## src/rtl/periph_apb_bridge_pkg.sv

```systemverilog
// Shared types and constants for the core-bus to APB3 bridge.
// Holds the FSM state encoding, the timeout read-data pattern and the response record.
package periph_apb_bridge_pkg;

  typedef enum logic [1:0] {
    IDLE   = 2'd0,
    SETUP  = 2'd1,
    ACCESS = 2'd2
  } bridge_state_e;

  localparam logic [31:0] ERR_RDATA = 32'hDEAD_BEEF;

  // The response ID field is sized for the widest supported ID; the top zero-extends into it.
  localparam int RESP_ID_W = 8;

  typedef struct packed {
    logic [31:0]          rdata;
    logic                 opc;
    logic [RESP_ID_W-1:0] id;
  } bridge_resp_t;

  function automatic bridge_resp_t make_resp(input logic [31:0]          rdata,
                                             input logic                 opc,
                                             input logic [RESP_ID_W-1:0] id);
    bridge_resp_t r;
    r.rdata = rdata;
    r.opc   = opc;
    r.id    = id;
    return r;
  endfunction

endpackage

```

## src/rtl/apb_wait_timer.sv

```systemverilog
// Counts ACCESS cycles spent waiting for PREADY and flags the last permitted wait cycle.
// TIMEOUT_CYCLES = 0 removes the counter and keeps expired low forever.
module apb_wait_timer #(
  parameter int TIMEOUT_CYCLES = 16
) (
  input  logic clk,
  input  logic srst,
  input  logic clear,
  input  logic enable,
  output logic expired
);

  generate
    if (TIMEOUT_CYCLES == 0) begin : g_off
      assign expired = 1'b0;
      logic unused_ctrl;
      assign unused_ctrl = ^{clk, srst, clear, enable};
    end else begin : g_on
      localparam int CW = $clog2(TIMEOUT_CYCLES + 1);
      logic [CW-1:0] wait_cnt_reg;

      always_ff @(posedge clk) begin
        if (srst) begin
          wait_cnt_reg <= '0;
        end else if (clear) begin
          wait_cnt_reg <= '0;
        end else if (enable && !expired) begin
          wait_cnt_reg <= wait_cnt_reg + CW'(1);
        end
      end

      assign expired = (wait_cnt_reg == CW'(TIMEOUT_CYCLES - 1));
    end
  endgenerate

endmodule

```

## src/rtl/periph_to_apb_bridge.sv

```systemverilog
// Core-side req/gnt + r_valid peripheral bus to APB3 master, one transaction at a time.
// The response is registered and strobes for one cycle after the completing edge.
module periph_to_apb_bridge
  import periph_apb_bridge_pkg::*;
#(
  parameter int APB_ADDR_WIDTH = 12,
  parameter int ID_WIDTH       = 2,   // at most RESP_ID_W
  parameter int TIMEOUT_CYCLES = 16
) (
  input  logic                      HCLK,
  input  logic                      HRESET,
  input  logic                      req_i,
  input  logic [31:0]               add_i,
  input  logic                      wen_i,
  input  logic [31:0]               wdata_i,
  input  logic [3:0]                be_i,
  input  logic [ID_WIDTH-1:0]       id_i,
  output logic                      gnt_o,
  output logic                      r_valid_o,
  output logic [31:0]               r_rdata_o,
  output logic                      r_opc_o,
  output logic [ID_WIDTH-1:0]       r_id_o,
  output logic [APB_ADDR_WIDTH-1:0] PADDR,
  output logic [31:0]               PWDATA,
  output logic                      PWRITE,
  output logic                      PSEL,
  output logic                      PENABLE,
  input  logic [31:0]               PRDATA,
  input  logic                      PREADY,
  input  logic                      PSLVERR
);

  bridge_state_e             state_reg, state_next;
  logic [APB_ADDR_WIDTH-1:0] paddr_reg;
  logic                      pwrite_reg;
  logic [31:0]               pwdata_reg;
  logic [ID_WIDTH-1:0]       id_reg;
  bridge_resp_t              resp_reg, resp_next;
  logic                      r_valid_reg, r_valid_next;
  logic                      accept;
  logic                      timer_enable;
  logic                      timer_expired;

  apb_wait_timer #(
    .TIMEOUT_CYCLES(TIMEOUT_CYCLES)
  ) u_wait_timer (
    .clk    (HCLK),
    .srst   (HRESET),
    .clear  (accept),
    .enable (timer_enable),
    .expired(timer_expired)
  );

  always_comb begin
    state_next   = state_reg;
    accept       = 1'b0;
    timer_enable = 1'b0;
    r_valid_next = 1'b0;
    resp_next    = resp_reg;
    case (state_reg)
      IDLE: begin
        if (req_i) begin
          accept     = 1'b1;
          state_next = SETUP;
        end
      end
      SETUP: state_next = ACCESS;
      ACCESS: begin
        // PREADY has priority over an expiring wait counter in the same cycle.
        if (PREADY) begin
          state_next   = IDLE;
          r_valid_next = 1'b1;
          resp_next    = make_resp(pwrite_reg ? 32'h0 : PRDATA, PSLVERR, RESP_ID_W'(id_reg));
        end else if (timer_expired) begin
          state_next   = IDLE;
          r_valid_next = 1'b1;
          resp_next    = make_resp(ERR_RDATA, 1'b1, RESP_ID_W'(id_reg));
        end else begin
          timer_enable = 1'b1;
        end
      end
      default: state_next = IDLE;
    endcase
  end

  always_ff @(posedge HCLK) begin
    if (HRESET) begin
      state_reg   <= IDLE;
      paddr_reg   <= '0;
      pwrite_reg  <= 1'b0;
      pwdata_reg  <= '0;
      id_reg      <= '0;
      resp_reg    <= '0;
      r_valid_reg <= 1'b0;
    end else begin
      state_reg   <= state_next;
      resp_reg    <= resp_next;
      r_valid_reg <= r_valid_next;
      if (accept) begin
        paddr_reg  <= add_i[APB_ADDR_WIDTH-1:0];
        pwrite_reg <= ~wen_i;
        pwdata_reg <= wdata_i;
        id_reg     <= id_i;
      end
    end
  end

  // The grant is masked during reset so a request is never accepted into a resetting FSM.
  assign gnt_o     = (state_reg == IDLE) && req_i && !HRESET;
  assign PSEL      = (state_reg != IDLE);
  assign PENABLE   = (state_reg == ACCESS);
  assign PADDR     = paddr_reg;
  assign PWRITE    = pwrite_reg;
  assign PWDATA    = pwdata_reg;
  assign r_valid_o = r_valid_reg;
  assign r_rdata_o = resp_reg.rdata;
  assign r_opc_o   = resp_reg.opc;
  assign r_id_o    = resp_reg.id[ID_WIDTH-1:0];

  logic unused_inputs;
  assign unused_inputs = ^{be_i, add_i[31:APB_ADDR_WIDTH], resp_reg.id[RESP_ID_W-1:ID_WIDTH]};

endmodule

```

## config.mk

```make
export PLATFORM = sky130hd
export DESIGN_NAME = periph_to_apb_bridge
export DESIGN_NICKNAME = d
export VERILOG_FILES = /design/src/rtl/periph_apb_bridge_pkg.sv /design/src/rtl/apb_wait_timer.sv /design/src/rtl/periph_to_apb_bridge.sv
export SDC_FILE = /design/constraint.sdc
export NUM_CORES = 1
export LEC_CHECK = 0
export BUFFER_PORTS_ARGS = -buffer_cell sky130_fd_sc_hd__buf_2
export CORE_MARGIN = 2
export CORE_UTILIZATION = 47
export CTS_CLUSTER_DIAMETER = 40
export DETAILED_ROUTE_END_ITERATION = 8
export PLACE_DENSITY = 0.86
export SKIP_CTS_REPAIR_TIMING = 1
export SYNTH_ARGS = -nofsm -noshare
export SYNTH_HDL_FRONTEND = slang
export SYNTH_HIERARCHICAL = 1
export SYNTH_SLANG_ARGS = --single-unit
```

## constraint.sdc

```tcl
create_clock -name HCLK -period 6.17 [get_ports HCLK]
set_input_delay 0.3085 -clock HCLK [delete_from_list [all_inputs] [get_ports HCLK]]
set_output_delay 0.3085 -clock HCLK [all_outputs]
set_load 0.02 [all_outputs]
```

* After elaboration in Yosys (flattened, before gate mapping)
Cells that the tools add are included.
Word-level totals: input bits 108, output and inout bits 84, bits in registers 90, logic and storage cells 44
Operators by class: bitwise logic cells 2, $add $sub $neg 1, reductions and logical operators 12, eq/ne operators 5, multiplexer cells 14
Operators by type and width (number):
- 2-to-1 mux 41 bit | 2
- 2-to-1 mux 32 bit | 1
- 2-to-1 mux 1 bit | 7
- 2-to-1 mux 2 bit | 3
- one-hot mux 2 bit (3 select lines) | 1
- adder 5 x 1 -> 5 bit, second input constant | 1
- equality test 5 x 4 -> 1 bit, second input constant | 1
- AND reduction 2 bit | 2
- nonzero test 2 bit | 2
- OR reduction 2 bit | 2
- logical AND 1 bit | 3
- inequality test 3 x 1 -> 1 bit, second input constant | 1
- equality test 2 x 1 -> 1 bit, second input constant | 1
- equality test 2 bit, second input constant | 1
- logical NOT 1 bit | 2
- logical NOT 2 bit | 1
- inequality test 2 bit, second input constant | 1
- inverter 1 bit | 2

* Logic depth before layout (Yosys ltp)
depth in word-level cells 5, mapped depth 10, depth with buffers taken out 8

* Modules after synthesis
Netlist, hierarchy kept.
Modules (own cells, without submodules):
- periph_to_apb_bridge | cells an instance 329, area each 3176.8 µm², times used 1, sequential area each 1701.6 µm²
- apb_wait_timer | cells an instance 26, area each 241.5 µm², times used 1, sequential area each 100.1 µm²

* Worst setup path before layout
OpenSTA, ideal clock, no wires.
path type reg2reg, start point register u_wait_timer.g_on.wait_cnt_reg[0], end point register u_wait_timer.g_on.wait_cnt_reg[3], cell stages (with the launch flop) 11, slack 3.906 ns, period minus slack after synthesis 2.264 ns, arrival time 2.194 ns, path through dfxtp_1 -> ha_1 -> and3_1 -> ha_1 -> or2_2 -> buf_2 -> buf_6 -> nor2_1 -> nand2b_4 -> or3_1 -> a21oi_1
Between the ends: cells in the longest elaborated chain, start to end 5, elaborated cells on any way between the ends 7
RTL lines:
- start: declaration | RTL line apb_wait_timer.sv:20 | logic [CW-1:0] wait_cnt_reg;
- start signal: assignment | RTL line apb_wait_timer.sv:28 | wait_cnt_reg <= wait_cnt_reg + CW'(1);
- equality test 5 x 4 -> 1 bit | RTL line apb_wait_timer.sv:32 | assign expired = (wait_cnt_reg == CW'(TIMEOUT_CYCLES - 1));
- via timer_expired | RTL line periph_to_apb_bridge.sv:42 | logic timer_expired;
- 2-to-1 mux 1 bit | RTL line periph_to_apb_bridge.sv:74 | end else if (timer_expired) begin
- 2-to-1 mux 1 bit | RTL line periph_to_apb_bridge.sv:70 | if (PREADY) begin
- 2-to-1 mux 1 bit | RTL line periph_to_apb_bridge.sv:60 | case (state_reg)
- via timer_enable | RTL line periph_to_apb_bridge.sv:41 | logic timer_enable;
- logical AND 1 bit | RTL line apb_wait_timer.sv:27 | end else if (enable && !expired) begin
The timed path passes the listed nets, and every way through them passes these cells. A chain may end at the register's enable or synchronous reset.

* Final worst setup path
Same ends and word-level chain as after synthesis.

==> impl_metrics.json <==
{
  "top_level_ports": 192,
  "run_status": "completed",
  "timing.critical_path.mode_cell": "ha_1",
  "path_cells": "ha_1 -> and3_1 -> ha_1 -> or2_2 -> nor2_1 -> nand2b_4 -> or3_1 -> a21oi_1",
  "max_cap_viol_count": 0,
  "synth_area_per_cell_sq_um": 9.63,
  "placement_cell_area_sq_mm": 0.00420,
  "initial_core_utilization": 0.479,
  "synthSimpleGateAreaFrac": 0.151,
  "final-hold-violation-count": 0,
  "critical-path-max-stage-delay_ns": 0.51,
  "power_per_cell_area_mw_per_mm2": 287,
  "num_rows": 31,
  "synth_warnings": 6,
  "dieHeight_um": 89.3,
  "placement.io_buffers": 167,
  "clk_latency_ns": 0.36,
  "cp_max_fo": 28,
  "max_slew_margin": 0.353,
  "criticalPathCategory": "reg2reg",
  "drtIter0Drc": 106,
  "totalNegativeSetupSlack_ns": 0,
  "worst-slew-pin-transition_ns": 0.970,
  "fillers": 643,
  "synth-compound-area-share": 0.113,
  "synth-async-reset-ratio": 0,
  "post_dr_vias_cell": 5.06,
  "critPathSlowestCell": "or2_2",
  "grt_overflow": 0,
  "xor_and_xnor_fraction_of_the_mapped_netlist_area": 0.00512,
  "finalCriticalPeriod_ns": 2.47,
  "synthAdderAreaFrac": 0.00732,
  "design.die.area_sq_mm": 0.00797,
  "route.antenna.remaining_nets": 0,
  "tritoncts_num_sinks": 90,
  "area_growth_syn_to_layout_pct": 29.6,
  "main_combinational_cell_family_by_area_after_synthesis": "simple AND/OR/NAND/NOR gates",
  "total_nets_after_synthesis": 465,
  "nets": 615,
  "detail_route.wirelength_um": 8220,
  "worst_ep_arrival_time_ns": 2.76,
  "vias": 3079,
  "die_w_um": 89.3,
  "post_route_cells_drive_above_1_share": 0.377,
  "worst_setup_path_start_kind": "flip-flop",
  "hpwl_um": 5780,
  "cts_tree": "yes",
  "end_kind": "flip-flop",
  "synth_seq_cells": 90,
  "initial_antenna_violation_count": 0,
  "drc_errors": 0,
  "synth_cell_types": 31,
  "vdd_ir_drop_max_uv": 144,
  "htree_levels": 3,
  "cellLeakagePower_nw": 2.13,
  "layout_commonest_cell": "buf_2",
  "skew_ns": 0.0171,
  "grt.total_usage": 0.197,
  "max_clock_freq_mhz": 405,
  "cts_buffers": 9,
  "synth-edff-count": 0,
  "fin_crit_sh": 0.401,
  "final-max-slew-violation-count": 0,
  "layout.cells.most_common_list": "buf_2 (167), dfxtp_1 (90), a21oi_1 (62), nor2_1 (54), mux2i_1 (46)",
  "hold_path_class": "in2reg",
  "cts.path.max_buffers": 2,
  "cts_root_buffer": "clkbuf_8",
  "worst-endpoint-required_ns": 6.45,
  "cts.reportedPaths.clkPinSlew_ns": 0.09,
  "n_antenna_cell": 0,
  "coreArea_sq_mm": 0.00714,
  "finalSetupViolations": 0,
  "global_route_wire_length_before_repair_um": 12300,
  "detailedRoute.firstPassIterationCount": 4,
  "postSynthCellCount": 355,
  "final_cell_area_sq_mm": 0.00443,
  "synth_flop_cell": "dfxtp_1",
  "placer_s_final_routability_congestion_estimate": 0.732,
  "wl_per_cell_um": 13.5,
  "yosys-mux-area-fraction": 0.135,
  "vias_in_the_first_global_route": 2897,
  "rsz0062_at_grt": "no",
  "netlist_area_sq_mm": 0.00342,
  "grt_max_degree": 46,
  "synth.yosys.seq_area_share": 0.527
}
-- power breakdown --
group	internal [W]	switching, W
Clock	0.000267	0.000196
Sequential	0.000610	0.0000146
Combinational	0.0000738	0.000112
Total	0.000951	0.000322
-- logic make-up (layout without fill, tap and decap cells) --
family                     Yosys count  after routing
AOI/OAI and AO/OA                   75             75
xor gates and xnor gates             2              2
adders and majority gates            2              2
buffers and inverters               33            187
DFF                                 90             90
muxes                               46             46
and+or+nand+nor                    107            107
-- through the flow --
stage	worst slack, ns	std cells	util	hold WS [ns]	total power [W]
2_1_floorplan	3.91	355	-	0.401	0.000764
3_3_place_gp	3.82	593	0.588	0.456	0.000817
3_5_place_dp	3.72	593	0.588	0.466	0.000824
4_1_cts	3.69	608	0.621	0.126	0.00129
5_1_grt	3.59	608	0.621	0.125	0.00132
6_report	3.70	608	0.621	0.139	0.00127
-- per-layer routing --
layer | track usage | share of wire
met1 | 0.222 | 0.42
met2 | 0.354 | 0.50
met3 | 0.0434 | 0.063
met4 | 0.0936 | 0.019
met5 | 0 | 0
-- path summary, 6_finish.rpt --
kind,from,endpoint,slack (ns),cells past startpoint
worst max-delay path,u_wait_timer/g_on.wait_cnt_reg[0],u_wait_timer/g_on.wait_cnt_reg[3],3.70,8
worst min-delay path,wen_i,PWRITE,0.14,2
worst max register to register,u_wait_timer/g_on.wait_cnt_reg[0],u_wait_timer/g_on.wait_cnt_reg[3],3.70,8
worst min register to register,id_reg[1],r_id_o[1],0.47,2
-- worst max-delay path, delay by kind of cell (launching register included) --
| family | cells | cell delay, ns |
|---|---|---|
| adders and majority gates | 2 | 0.45 |
| AOI/OAI and AO/OA | 1 | 0.15 |
| DFF | 1 | 0.34 |
| and+or+nand+nor | 5 | 1.47 |
-- final cells by class --
type / count / area (sq um) / area share
Inverter: 3 / 11.3 / 0.00254
Sequential cell: 90 / 1800 / 0.407
Clock inverter: 5 / 104 / 0.0234
Tap cell: 99 / 124 / 0.0280
Timing Repair Buffer: 169 / 851 / 0.192
Clock buffer: 10 / 128 / 0.0288
Multi-Input combinational cell: 232 / 1410 / 0.319
-- cells in the mapped netlist, drive strengths merged (3+ instances only) --
| cell | number | area, sq um |
|---|---|---|
| nand4 | 8 | 50.1 |
| nand3 | 3 | 15.0 |
| a21oi | 62 | 310 |
| nor3 | 26 | 130 |
| nor2 | 54 | 203 |
| inv | 3 | 11.3 |
| mux2i | 46 | 460 |
| dfxtp | 90 | 1800 |
| o21ai | 11 | 55.1 |
| buf | 18 | 155 |
| clkbuf | 12 | 45.0 |
| or2 | 3 | 18.8 |
(Power assumes the default switching activity.)
